--- src/rtl/gray_decoder_if.sv ---
`default_nettype none
// ============================================================================
//  Module      : gray_decoder_if
//  Description : Sample/result bundle between a Gray-code source and the
//                gray_decoder block. The source drives valid/gray/clr; the
//                decoder returns the binary value, pulses and status.
//  Revision    : 1.0 - initial release
// ============================================================================
interface gray_decoder_if;
    logic       valid;
    logic [2:0] gray;
    logic       clr;
    logic [2:0] bin;
    logic       bin_valid;
    logic       wrap;
    logic [3:0] wrap_count;
    logic       error;
    logic       locked;

    // Sample source side
    modport master (
        output valid, gray, clr,
        input  bin, bin_valid, wrap, wrap_count, error, locked
    );

    // Decoder side
    modport slave (
        input  valid, gray, clr,
        output bin, bin_valid, wrap, wrap_count, error, locked
    );
endinterface
`default_nettype wire

--- src/rtl/gray_decoder.sv ---
`default_nettype none
// ============================================================================
//  Module      : gray_decoder
//  Description : 3-bit reflected Gray to binary decoder with step checking.
//                Locks on the first sample, then accepts only "hold" or
//                "+1 mod 8" steps; anything else latches a sticky error and
//                parks in FAULT until clr. Counts 7->0 wraps (saturating).
//  Revision    : 1.0 - initial release
// ============================================================================
module gray_decoder (
    input  wire          clk,
    input  wire          rst_n,
    gray_decoder_if.slave bus
);

    typedef enum logic [1:0] {
        ST_UNLOCKED = 2'd0,
        ST_LOCKED   = 2'd1,
        ST_FAULT    = 2'd2
    } state_t;

    localparam logic [3:0] C_WRAP_MAX = 4'hF;
    localparam logic [2:0] C_BIN_MAX  = 3'd7;

    state_t     state_q, state_d;
    logic [2:0] bin_q, bin_d;
    logic       bin_valid_q, bin_valid_d;
    logic       wrap_q, wrap_d;
    logic [3:0] wrap_count_q, wrap_count_d;
    logic       error_q, error_d;

    logic [2:0] w_bin_new;
    logic [2:0] w_bin_inc;

    // Gray-to-binary conversion: each binary bit is the XOR of all Gray bits at or above it
    always_comb begin
        w_bin_new[2] = bus.gray[2];
        w_bin_new[1] = bus.gray[2] ^ bus.gray[1];
        w_bin_new[0] = bus.gray[2] ^ bus.gray[1] ^ bus.gray[0];
        w_bin_inc    = bin_q + 3'd1;
    end

    // Next-state and output decision; clr outranks any sample in the same cycle
    always_comb begin
        state_d      = state_q;
        bin_d        = bin_q;
        bin_valid_d  = 1'b0;
        wrap_d       = 1'b0;
        wrap_count_d = wrap_count_q;
        error_d      = error_q;

        if (bus.clr) begin
            state_d      = ST_UNLOCKED;
            error_d      = 1'b0;
            wrap_count_d = 4'd0;
        end else if (bus.valid) begin
            case (state_q)
                ST_UNLOCKED: begin
                    // First sample is taken as the reference without a step check
                    bin_d       = w_bin_new;
                    bin_valid_d = 1'b1;
                    state_d     = ST_LOCKED;
                end
                ST_LOCKED: begin
                    if (w_bin_new == bin_q) begin
                        bin_valid_d = 1'b1;
                    end else if (w_bin_new == w_bin_inc) begin
                        bin_d       = w_bin_new;
                        bin_valid_d = 1'b1;
                        if (bin_q == C_BIN_MAX) begin
                            wrap_d = 1'b1;
                            if (wrap_count_q != C_WRAP_MAX) begin
                                wrap_count_d = wrap_count_q + 4'd1;
                            end
                        end
                    end else begin
                        error_d = 1'b1;
                        state_d = ST_FAULT;
                    end
                end
                ST_FAULT: begin
                    // Samples are ignored until clr
                end
                default: begin
                    state_d = ST_UNLOCKED;
                end
            endcase
        end
    end

    // State and output registers with asynchronous active-low reset
    always_ff @(posedge clk or negedge rst_n) begin
        if (!rst_n) begin
            state_q      <= ST_UNLOCKED;
            bin_q        <= 3'd0;
            bin_valid_q  <= 1'b0;
            wrap_q       <= 1'b0;
            wrap_count_q <= 4'd0;
            error_q      <= 1'b0;
        end else begin
            state_q      <= state_d;
            bin_q        <= bin_d;
            bin_valid_q  <= bin_valid_d;
            wrap_q       <= wrap_d;
            wrap_count_q <= wrap_count_d;
            error_q      <= error_d;
        end
    end

    // Output mapping; locked is a pure decode of the state register
    always_comb begin
        bus.bin        = bin_q;
        bus.bin_valid  = bin_valid_q;
        bus.wrap       = wrap_q;
        bus.wrap_count = wrap_count_q;
        bus.error      = error_q;
        bus.locked     = (state_q == ST_LOCKED);
    end

endmodule
`default_nettype wire

--- src/flat_wrapper.sv ---
// flat-port wrapper written by rule: the top's interface ports become plain ports
module gray_decoder_flat 
  (clk, rst_n, bus_valid, bus_gray, bus_clr, bus_bin, bus_bin_valid, bus_wrap, bus_wrap_count, bus_error, bus_locked);
  gray_decoder_if bus_i ();
  input  wire clk;
  input  wire rst_n;
  input wire logic [$bits(bus_i.valid)-1:0] bus_valid;
  input wire logic [$bits(bus_i.gray)-1:0] bus_gray;
  input wire logic [$bits(bus_i.clr)-1:0] bus_clr;
  output wire logic [$bits(bus_i.bin)-1:0] bus_bin;
  output wire logic [$bits(bus_i.bin_valid)-1:0] bus_bin_valid;
  output wire logic [$bits(bus_i.wrap)-1:0] bus_wrap;
  output wire logic [$bits(bus_i.wrap_count)-1:0] bus_wrap_count;
  output wire logic [$bits(bus_i.error)-1:0] bus_error;
  output wire logic [$bits(bus_i.locked)-1:0] bus_locked;
  assign bus_i.valid = bus_valid;
  assign bus_i.gray = bus_gray;
  assign bus_i.clr = bus_clr;
  assign bus_bin = bus_i.bin;
  assign bus_bin_valid = bus_i.bin_valid;
  assign bus_wrap = bus_i.wrap;
  assign bus_wrap_count = bus_i.wrap_count;
  assign bus_error = bus_i.error;
  assign bus_locked = bus_i.locked;
  gray_decoder u_core (.clk(clk), .rst_n(rst_n), .bus(bus_i));
endmodule
--- config.mk ---
export PLATFORM = sky130hd
export DESIGN_NAME = gray_decoder_flat
export DESIGN_NICKNAME = d
export VERILOG_FILES = /design/src/rtl/gray_decoder_if.sv /design/src/rtl/gray_decoder.sv /design/src/flat_wrapper.sv
export SDC_FILE = /design/constraint.sdc
export NUM_CORES = 1
export LEC_CHECK = 0
export BUFFER_PORTS_ARGS = -buffer_cell sky130_fd_sc_hd__buf_2
export CAP_MARGIN = 10
export CORE_AREA = 2 2 45 47
export DETAILED_ROUTE_END_ITERATION = 10
export DIE_AREA = 0 0 47 49
export PLACE_DENSITY_LB_ADDON = 0.15
export SYNTH_ARGS = -nofsm -noshare
export SYNTH_HDL_FRONTEND = slang
export SYNTH_SLANG_ARGS = --single-unit
--- constraint.sdc ---
create_clock -name clk -period 4.8 [get_ports clk]
set_clock_uncertainty 0.05 [all_clocks]
set_input_delay 1.2 -clock clk [delete_from_list [all_inputs] [get_ports clk]]
set_output_delay 1.2 -clock clk [all_outputs]
set_load 0.01 [all_outputs]
==> run_results.csv, run 1 <==
group,metric,value,unit
layout,fin_cells,119,
job,maxCapViolCount,0,
detailed_routing,vias_per_cell,5.29,
place,io_buffer_count,17,
sta,setup_slack,2.06,ns
detailed_routing,wl_per_cell,12.0,um
global_routing,grt_pass1_vias,585,
sta,finalSetupViolCount,0,
clock_network,root_buffer,"clkbuf_4",
sta,hold_viol_final,0,
global_routing,grt_pass1_wl,2.39,mm
sta,relSlewSlack,0.762,
clock_network,clk_latency,0.27,ns
place,gp_congestion,0.685,
synth,yosysWarnings,0,
global_routing,overflow,0,
detailed_routing,drtAntennaViolNets,0,
sta,tightestPinTransition,0.354,ns
synth,synth_seq_area_share,0.388,
detailed_routing,drt_iter0_drc,3,
detailed_routing,vias,629,
floorplanning,start_util,0.421,
layout,nets,103,
floorplanning,ios,18,
floorplanning,num_rows,16,
clock_network,cts_resized,0,
sta,max_freq,365,MHz
clock_network,path_clk_slew,0.08,ns
synth,syn_inst,74,
floorplanning,die_area,2300,um^2
clock_network,cts_hold_buf,0,
sta,finalCritPeriodShare,0.570,
pwr,ir_drop,0.207,mV
place,place_ws,1.77,ns
global_routing,grt_max_degree,14,
detailed_routing,drt_pass1_iterations,4,
synth,synth_nets,84,
synth,ys_types,31,
clock_network,cts_tree,"done",
worst_setup_path,cp-start-kind,"input pin",
clock_network,cts.sinks,12,
clock_network,post_cts.repair.setup_buffers,0,
worst_hold_path,hp-start,"u_core.bus.error$_DFFE_PN0P_",
sta,fin_crit,2.74,ns
clock_network,cts.htree.levels,1,
run_status,status,"complete, no violations",
worst_setup_path,rr_startpoint,"u_core.bus.bin[1]$_DFFE_PN0P_",
worst_setup_path,criticalPathCategory,"input pin to flip-flop",
worst_setup_path,crit_arrival,2.85,ns
layout,antenna_cells,0,
worst_setup_path,crit_start,"bus_gray[0]",
worst_setup_path,cp_max_fo,8,
detailed_routing,drc,0,
floorplanning,core_area,1840,um^2
layout,final_util,0.499,
place,dp_hpwl,1.08,mm
sta,slew_viol_final,0,
synth,ys_ff_latch,12,
floorplanning,die_h,49,um
sta,final.setup.tns,0,ns
place,place_inst,115,
detailed_routing,routed_wl,1.43,mm
global_routing,grt_usage,0.144,
layout,drive_above_1_share,0.315,
worst_setup_path,endpoint_kind,"flip-flop",
global_routing,antenna_found_initial,0,
sta,rsz0062_at_grt,"false",
pwr,power_leakage,0.000393,uW
synth,syn-cell-area,774,um^2
synth,syn_avg_cell_area,10.5,um^2
worst_setup_path,cp.required,4.91,ns
floorplanning,dieWidth,47,um
pwr,p_per_area,409,nW/um^2
clock_network,clockBufferDepth,2,
sta,timing.hold.ws,0.468,ns
layout,area_growth,18.6,%
clock_network,cts_inserted_buffers,3,
worst_hold_path,min_path_type,"flip-flop to flip-flop",
registers in the layout (all words and copies together), names as in the netlist:
register               count
u_core.bus.bin             3
u_core.state_q             2
u_core.bus.bin_valid       1
u_core.bus.wrap            1
u_core.bus.wrap_count      4
u_core.bus.error           1
metrics by stage:
step	total power, uW	instance area, um^2
detailed placement	298	882
global placement	292	882
floorplan	254	774
CTS	379	918
global route	402	918
finish	375	918
critical path: stages:
cell	delay (ns)
buf_2	0.12
xnor2_2	0.32
nand4_1	0.14
and4bb_4	0.26
a2111oi_4	0.44
mux2_1	0.36
kinds of logic (layout without fill, tap and decap cells):
logic type | after synthesis | in the layout | synth area share
XOR/XNOR | 3 | 3 | 0.0436
AO/OA/AOI/OAI | 8 | 8 | 0.0953
multiplexers | 7 | 7 | 0.100
AND/OR/NAND/NOR | 36 | 36 | 0.300
adder cells (fa/ha/maj) | 3 | 3 | 0.0485
buffers and inverters | 5 | 23 | 0.0242
flip-flops | 12 | 12 | 0.388
worst paths after layout:
kind,endpoint,slack [ns],cells after the start
max in group asynchronous,u_core.bus.bin[0]$_DFFE_PN0P_,3.75,1
worst min-delay path,u_core.bus.error$_DFFE_PN0P_,0.47,2
min in group asynchronous,u_core.bus.wrap_count[0]$_DFFE_PN0P_,0.74,1
worst max-delay path,u_core.bus.bin[0]$_DFFE_PN0P_,2.06,6
worst min register to register,u_core.bus.error$_DFFE_PN0P_,0.47,2
worst max register to register,u_core.bus.bin[0]$_DFFE_PN0P_,2.24,7
routing by layer:
metal  GRT usage  vias to the layer above  share of wire
met2       0.226                       11           0.50
met1       0.179                      297           0.44
met4      0.0833                        0          0.022
met3      0.0222                        4          0.036
met5           0                        -              0
li1            -                      317              -
cell usage after synthesis:
cell type / count / area, um^2
dfrtp_1: 12 / 300
nand2_1: 6 / 22.5
nand3_1: 4 / 20.0
nor2b_1: 4 / 25.0
a21oi_1: 3 / 15.0
clkbuf_1: 3 / 11.3
ha_1: 3 / 37.5
mux2_1: 3 / 33.8
mux2_2: 3 / 33.8
nand2b_1: 3 / 18.8
nor2_1: 3 / 11.3
inv_1: 2 / 7.51
nand4_1: 2 / 12.5
nand4b_1: 2 / 17.5
nor3_1: 2 / 10.0
nor4_1: 2 / 12.5
or4_1: 2 / 15.0
xor2_1: 2 / 17.5
a2111oi_1: 1 / 10.0
a2111oi_4: 1 / 27.5
a311oi_1: 1 / 8.76
and2_1: 1 / 6.26
and4_1: 1 / 8.76
and4bb_4: 1 / 16.3
mux2i_1: 1 / 10.0
nand4_2: 1 / 12.5
nor4b_1: 1 / 8.76
nor4b_2: 1 / 15.0
o21ai_0: 1 / 5.00
o31ai_1: 1 / 7.51
xnor2_2: 1 / 16.3
power by group:
part / internal, uW / leakage (uW) / switching [uW]
Sequential: 117 / 0.000158 / 23.9
Clock: 46.1 / 0.0000210 / 34.3
Combinational: 71.1 / 0.000214 / 82.7
cells in the final DEF (no fill, tap or decap), drive strengths merged:
cell | Yosys | final
a311oi | 1 | 1
o21ai | 1 | 1
nor4b | 2 | 2
and4bb | 1 | 1
nand4b | 2 | 2
nor4 | 2 | 2
and2 | 1 | 1
a21oi | 3 | 3
buf | 0 | 17
nand2b | 3 | 3
nand2 | 6 | 6
nand3 | 4 | 4
dfrtp | 12 | 12
xnor2 | 1 | 1
inv | 2 | 2
ha | 3 | 3
xor2 | 2 | 2
nor3 | 2 | 2
and4 | 1 | 1
a2111oi | 2 | 2
mux2i | 1 | 1
nor2b | 4 | 4
o31ai | 1 | 1
nor2 | 3 | 3
or4 | 2 | 2
clkbuf | 3 | 4
mux2 | 6 | 6
nand4 | 3 | 3
layout make-up:
type | count | area, um^2
Fill cell | 182 | 923
Multi-Input combinational cell | 57 | 455
Sequential cell | 12 | 300
Timing Repair Buffer | 17 | 85.1
Clock buffer | 4 | 36.3
Tap cell | 27 | 33.8
Inverter | 2 | 7.51
Note: power is estimated with default switching activity, not from simulation.
==> inputs of run 2 (changes only) <==
--- a/config.mk
+++ b/config.mk
@@ -5,11 +5,12 @@
 export SDC_FILE = /design/constraint.sdc
 export NUM_CORES = 1
 export LEC_CHECK = 0
+export ABC_AREA = 1
 export BUFFER_PORTS_ARGS = -buffer_cell sky130_fd_sc_hd__buf_2
 export CAP_MARGIN = 10
-export CORE_AREA = 2 2 45 47
+export CORE_AREA = 2 2 44 46
 export DETAILED_ROUTE_END_ITERATION = 10
-export DIE_AREA = 0 0 47 49
+export DIE_AREA = 0 0 46 48
 export PLACE_DENSITY_LB_ADDON = 0.15
 export SYNTH_ARGS = -nofsm -noshare
 export SYNTH_HDL_FRONTEND = slang
==> constraint.sdc (replaced) <==
create_clock -name clk -period 2.8 [get_ports clk]
set_clock_uncertainty 0.05 [all_clocks]
set_input_delay 0.7 -clock clk [delete_from_list [all_inputs] [get_ports clk]]
set_output_delay 0.7 -clock clk [all_outputs]
set_load 0.01 [all_outputs]
==> run 2 against run 1 <==
Total power rose by 48%. Critical path depth fell by 3. Clock power rose by 76%.
==> run_results.csv, run 2 <==
group,metric,value,unit
run_status,status,"complete, no violations",
floorplanning,die_h,48,um
synth,ys.flop_type,"dfrtp_1",
synth,ys_types,17,
clock_network,cts_tree,"done",
worst_setup_path,cp.required,2.05,ns
place,io_buffer_count,17,
sta,max_freq,523,MHz
sta,hold_viol_final,0,
floorplanning,start_util,0.443,
clock_network,clockBufferDepth,2,
layout,drive_above_1_share,0.294,
layout,largest_register_ffs,4,
worst_setup_path,rr_startpoint,"u_core.bus.bin[0]$_DFFE_PN0P_",
synth,synth_nets,109,
synth,ys_ff_latch,12,
worst_setup_path,cp_max_fo,4,
sta,relSlewSlack,0.736,
detailed_routing,routed_wl,1.47,mm
clock_network,cts_hold_buf,0,
synth,syn_avg_cell_area,7.56,um^2
floorplanning,die_area,2210,um^2
synth,yosysTopAreaCellShare,0.401,
global_routing,grt_pass1_wl,2.35,mm
detailed_routing,drtAntennaViolNets,0,
synth,yosysWarnings,0,
detailed_routing,wl_met3,45,um
sta,finalCritPeriodShare,0.683,
layout,final_common_cell,"nand2_1",
worst_setup_path,worst-r2r-cell-count,9,
synth,netlist.top_cell.by_area,"dfrtp_1",
synth,syn_inst,99,
detailed_routing,vias_per_cell,5.07,
job,maxCapViolCount,0,
clock_network,cts_resized,0,
worst_setup_path,crit_arrival,1.16,ns
global_routing,antenna_found_initial,0,
floorplanning,core_area,1690,um^2
worst_setup_path,endpoint_kind,"output port",
sta,timing.hold.ws,0.232,ns
pwr,p_per_area,629,nW/um^2
clock_network,root_buffer,"clkbuf_4",
sta,rsz0062_at_grt,"false",
clock_network,clk_latency,0.28,ns
layout,final_util,0.523,
clock_network,path_clk_slew,0.08,ns
worst_setup_path,reg2reg_slack,0.92,ns
detailed_routing,wl_met1,678,um
global_routing,grt_max_degree,13,
layout,area_growth,18.1,%
clock_network,post_cts.repair.setup_buffers,0,
synth,syn-cell-area,748,um^2
sta,final.setup.tns,0,ns
detailed_routing,drt_pass1_iterations,4,
clock_network,cts.htree.levels,1,
synth,netlist_top_cells_area,"dfrtp_1, nand3_1, nand2_1",
worst_setup_path,cp-start-kind,"flip-flop",
detailed_routing,drt_iter0_drc,13,
synth,async_reset_ff_frac,1.00,
synth,synth_seq_area_share,0.401,
floorplanning,ios,18,
floorplanning,num_rows,15,
sta,fin_crit,1.91,ns
floorplanning,dieWidth,46,um
synth,synth_edf_count,0,
synth,ys_top_cells_by_count,"nand2_1, nand3_1, dfrtp_1, inv_1",
layout,final_cell_mix,"nand2_1, nand3_1, buf_2, inv_1, dfrtp_1",
global_routing,grt_usage,0.155,
worst_setup_path,criticalPathCategory,"flip-flop to output port",
global_routing,overflow,0,
detailed_routing,wl_met2,707,um
global_routing,grt_pass1_vias,580,
synth,yosysMostFrequentCell,"nand2_1",
place,dp_hpwl,1.19,mm
sta,finalSetupViolCount,0,
worst_setup_path,reg2reg_to,"u_core.bus.wrap_count[0]$_DFFE_PN0P_",
place,gp_congestion,0.829,
layout,nets,130,
layout,antenna_cells,0,
sta,tightestPinTransition,0.393,ns
clock_network,cts.sinks,12,
pwr,power_leakage,0.000530,uW
detailed_routing,highest_layer,"met4",
sta,slew_viol_final,0,
clock_network,cts_inserted_buffers,3,
detailed_routing,vias,690,
detailed_routing,drc,0,
pwr,ir_drop,0.325,mV
worst_hold_path,min_path_type,"input pin to asynchronous set/reset pin",
detailed_routing,wl_per_cell,10.8,um
run 2: worst max-delay path by stage:
stage / depth (start not counted) / slack (ns) / end / startpoint
3_3_place_gp: 11 / 0.93 / u_core.bus.bin[2]$_DFFE_PN0P_ / bus_gray[2]
3_5_place_dp: 12 / 0.90 / u_core.bus.bin[0]$_DFFE_PN0P_ / bus_gray[2]
5_1_grt: 9 / 0.76 / u_core.bus.wrap_count[1]$_DFFE_PN0P_ / u_core.bus.bin[0]$_DFFE_PN0P_
4_1_cts: 3 / 0.86 / bus_locked / u_core.state_q[0]$_DFFE_PN0P_
2_1_floorplan: 9 / 1.03 / u_core.bus.wrap_count[0]$_DFFE_PN0P_ / u_core.bus.bin[0]$_DFFE_PN0P_
6_report: 3 / 0.89 / bus_locked / u_core.state_q[0]$_DFFE_PN0P_
run 2: report_power, final:
part	total [uW]	internal [uW]	switching, uW
sequential	218	195	23.6
clock	142	79.2	62.4
combinational	195	76.1	119
total	555	350	205
run 2: through the flow:
step | power (uW) | cell area [um^2] | instances | setup slack, ns
6_report | 555 | 883 | 136 | 0.889
5_1_grt | 599 | 883 | 136 | 0.755
4_1_cts | 564 | 883 | 136 | 0.862
3_5_place_dp | 419 | 847 | 132 | 0.897
3_3_place_gp | 416 | 847 | 132 | 0.926
2_1_floorplan | 362 | 748 | 99 | 1.03
run 2: area by class of cell:
cell class,instances,area [um^2]
clock buffer,4,36.3
multi-input combinational,72,388
fill,166,806
inverter,14,52.6
timing repair buffer,17,85.1
tap,17,21.3
sequential,12,300
run 2: layer usage:
metal / vias up / track usage
met1: 317 / 0.191
li1: 356 / -
met5: - / 0
met3: 5 / 0.0226
met2: 12 / 0.253
met4: 0 / 0.103
run 2: cell families after synthesis:
| kind of cell | Yosys count | synth area share |
|---|---|---|
| xor gates and xnor gates | 4 | 0.0468 |
| buffers and inverters | 15 | 0.0803 |
| adders and majority gates | 3 | 0.0502 |
| DFF | 12 | 0.401 |
| AOI/OAI and AO/OA | 4 | 0.0301 |
| and+or+nand+nor | 61 | 0.391 |
run 2: critical path, stage by stage, from the launching register on:
cell and delay (ns):
dfrtp_1 0.39, inv_1 0.06, nor2_1 0.24, buf_2 0.19
==> inputs of run 3 (changes only) <==
==> constraint.sdc (replaced) <==
create_clock -name clk -period 1.7 [get_ports clk]
set_clock_uncertainty 0.05 [all_clocks]
set_input_delay 0.425 -clock clk [delete_from_list [all_inputs] [get_ports clk]]
set_output_delay 0.425 -clock clk [all_outputs]
set_load 0.01 [all_outputs]
==> run 3 against run 2 <==
Clock power grew 24%. Design area grew 5.2%. Die area is the same. Register-to-register slack lost 0.87 ns.
==> run_results.csv, run 3 (synthesis results as in run 2) <==
group,metric,value,unit
job,maxCapViolCount,0,
floorplanning,ios,18,
detailed_routing,drc,0,
worst_setup_path,crit_arrival,1.76,ns
layout,area_growth,24.2,%
sta,timing.hold.ws,0.284,ns
layout,n_fill_cell,164,
pwr,ir_drop,0.579,mV
detailed_routing,wl_per_cell,10.5,um
layout,nets,133,
place,gp_congestion,0.791,
sta,relSlewSlack,0.750,
detailed_routing,vias,689,
floorplanning,core_area,1690,um^2
sta,finalSetupViolCount,0,
layout,drive_above_1_share,0.336,
detailed_routing,vias_per_cell,4.96,
global_routing,grt_pass1_wl,2.53,mm
layout,final_cell_mix,"nand2_1, nand3_1, buf_2, inv_1, dfrtp_1",
worst_hold_path,min_path_type,"input pin to flip-flop",
pwr,power_leakage,0.000535,uW
global_routing,antenna_found_initial,0,
worst_setup_path,criticalPathCategory,"flip-flop to flip-flop",
sta,slew_viol_final,0,
worst_setup_path,rr_startpoint,"u_core.bus.bin[0]$_DFFE_PN0P_",
layout,largest_register_ffs,4,
place,io_buffer_count,17,
floorplanning,start_util,0.443,
floorplanning,die_h,48,um
clock_network,clockBufferDepth,2,
clock_network,cts.htree.levels,1,
worst_setup_path,cp.required,1.81,ns
global_routing,overflow,0,
clock_network,post_cts.repair.setup_buffers,0,
sta,max_freq,604,MHz
pwr,p_per_area,996,nW/um^2
worst_setup_path,worst-r2r-cell-count,9,
detailed_routing,routed_wl,1.46,mm
global_routing,grt_usage,0.162,
detailed_routing,drt_pass1_iterations,4,
worst_hold_path,holdPathStages,2,
place,dp_hpwl,1.17,mm
worst_hold_path,hp-start,"bus_clr",
layout,antenna_cells,0,
sta,fin_crit,1.65,ns
clock_network,root_buffer,"clkbuf_4",
global_routing,grt_max_degree,13,
worst_hold_path,hold_end,"u_core.bus.error$_DFFE_PN0P_",
floorplanning,die_area,2210,um^2
clock_network,cts_tree,"done",
sta,rsz0062_at_grt,"true",
detailed_routing,drtAntennaViolNets,0,
clock_network,path_clk_slew,0.07,ns
sta,tightestPinTransition,0.372,ns
global_routing,grt_pass1_vias,612,
layout,final_common_cell,"nand2_1",
worst_setup_path,cp-start-kind,"flip-flop",
worst_setup_path,endpoint_kind,"flip-flop",
worst_setup_path,reg2reg_slack,0.05,ns
sta,finalCritPeriodShare,0.973,
worst_setup_path,cp_max_fo,4,
floorplanning,num_rows,15,
sta,final.setup.tns,0,ns
clock_network,cts_inserted_buffers,3,
worst_setup_path,reg2reg_to,"u_core.bus.wrap_count[1]$_DFFE_PN0P_",
clock_network,cts.sinks,12,
sta,hold_viol_final,0,
clock_network,clk_latency,0.27,ns
run_status,status,"complete, no violations",
detailed_routing,drt_iter0_drc,8,
floorplanning,dieWidth,46,um
## run 3: cell type report
type,instances,area (um^2),area share
well taps,17,21.3,0.0229
multi-input cells,72,418,0.450
clock buffers,4,26.3,0.0283
flip-flops and latches,12,302,0.324
repair buffers,20,110,0.118
inverters,14,52.6,0.0565
## run 3: what timing repair did
item	CTS	global route
hold buffers	1	0
gates resized for setup	1	2
endpoints found under the hold margin	12	0
endpoints found under the setup margin	4	12
pin swaps	1	0
## run 3: metrics by stage
stage,cell area (um^2),utilization,total power [uW],setup WS [ns],instances
2_1_floorplan,764,-,615,0.0130,99
3_3_place_gp,878,0.520,725,0.0184,134
5_1_grt,930,0.550,1020,-0.0793,139
6_report,930,0.550,926,0.0451,139
4_1_cts,925,0.547,934,-0.00621,139
3_5_place_dp,878,0.520,730,0.000222,134
## run 3: critical path: stages (launching register included)
cell and delay [ns]:
dfrtp_2 0.43, ha_4 0.17, ha_4 0.20, xor2_1 0.14
nor2_2 0.12, nand3_1 0.11, nor2_2 0.13, nand2_2 0.07
nand3_1 0.07, nand2_1 0.05
## run 3: how the worst max path moves through the flow
stage | startpoint | to | slack [ns]
after global placement | u_core.bus.bin[0]$_DFFE_PN0P_ | u_core.bus.wrap_count[1]$_DFFE_PN0P_ | 0.02
after detailed placement | u_core.bus.bin[0]$_DFFE_PN0P_ | u_core.bus.wrap_count[1]$_DFFE_PN0P_ | 0.0002
after CTS | u_core.bus.bin[0]$_DFFE_PN0P_ | u_core.bus.wrap_count[1]$_DFFE_PN0P_ | -0.006
after global routing | u_core.bus.bin[0]$_DFFE_PN0P_ | u_core.state_q[0]$_DFFE_PN0P_ | -0.08
final | u_core.bus.bin[0]$_DFFE_PN0P_ | u_core.bus.wrap_count[1]$_DFFE_PN0P_ | 0.05
after floorplan | u_core.bus.bin[0]$_DFFE_PN0P_ | u_core.bus.wrap_count[0]$_DFFE_PN0P_ | 0.01
## run 3: power breakdown
part	internal, uW	leakage [uW]	switching, uW
clock network	90.8	0.0000150	84.7
logic	170	0.000361	220
registers	323	0.000159	38.1
total	583	0.000535	343
## run 3: layer usage
layer	routed length, um	track usage	vias up	part of all wire
li1	-	-	361	-
met1	690	0.209	314	0.47
met2	714	0.264	12	0.49
met3	46	0.0566	2	0.032
met4	8	0.0343	0	0.0055
met5	0	0	-	0
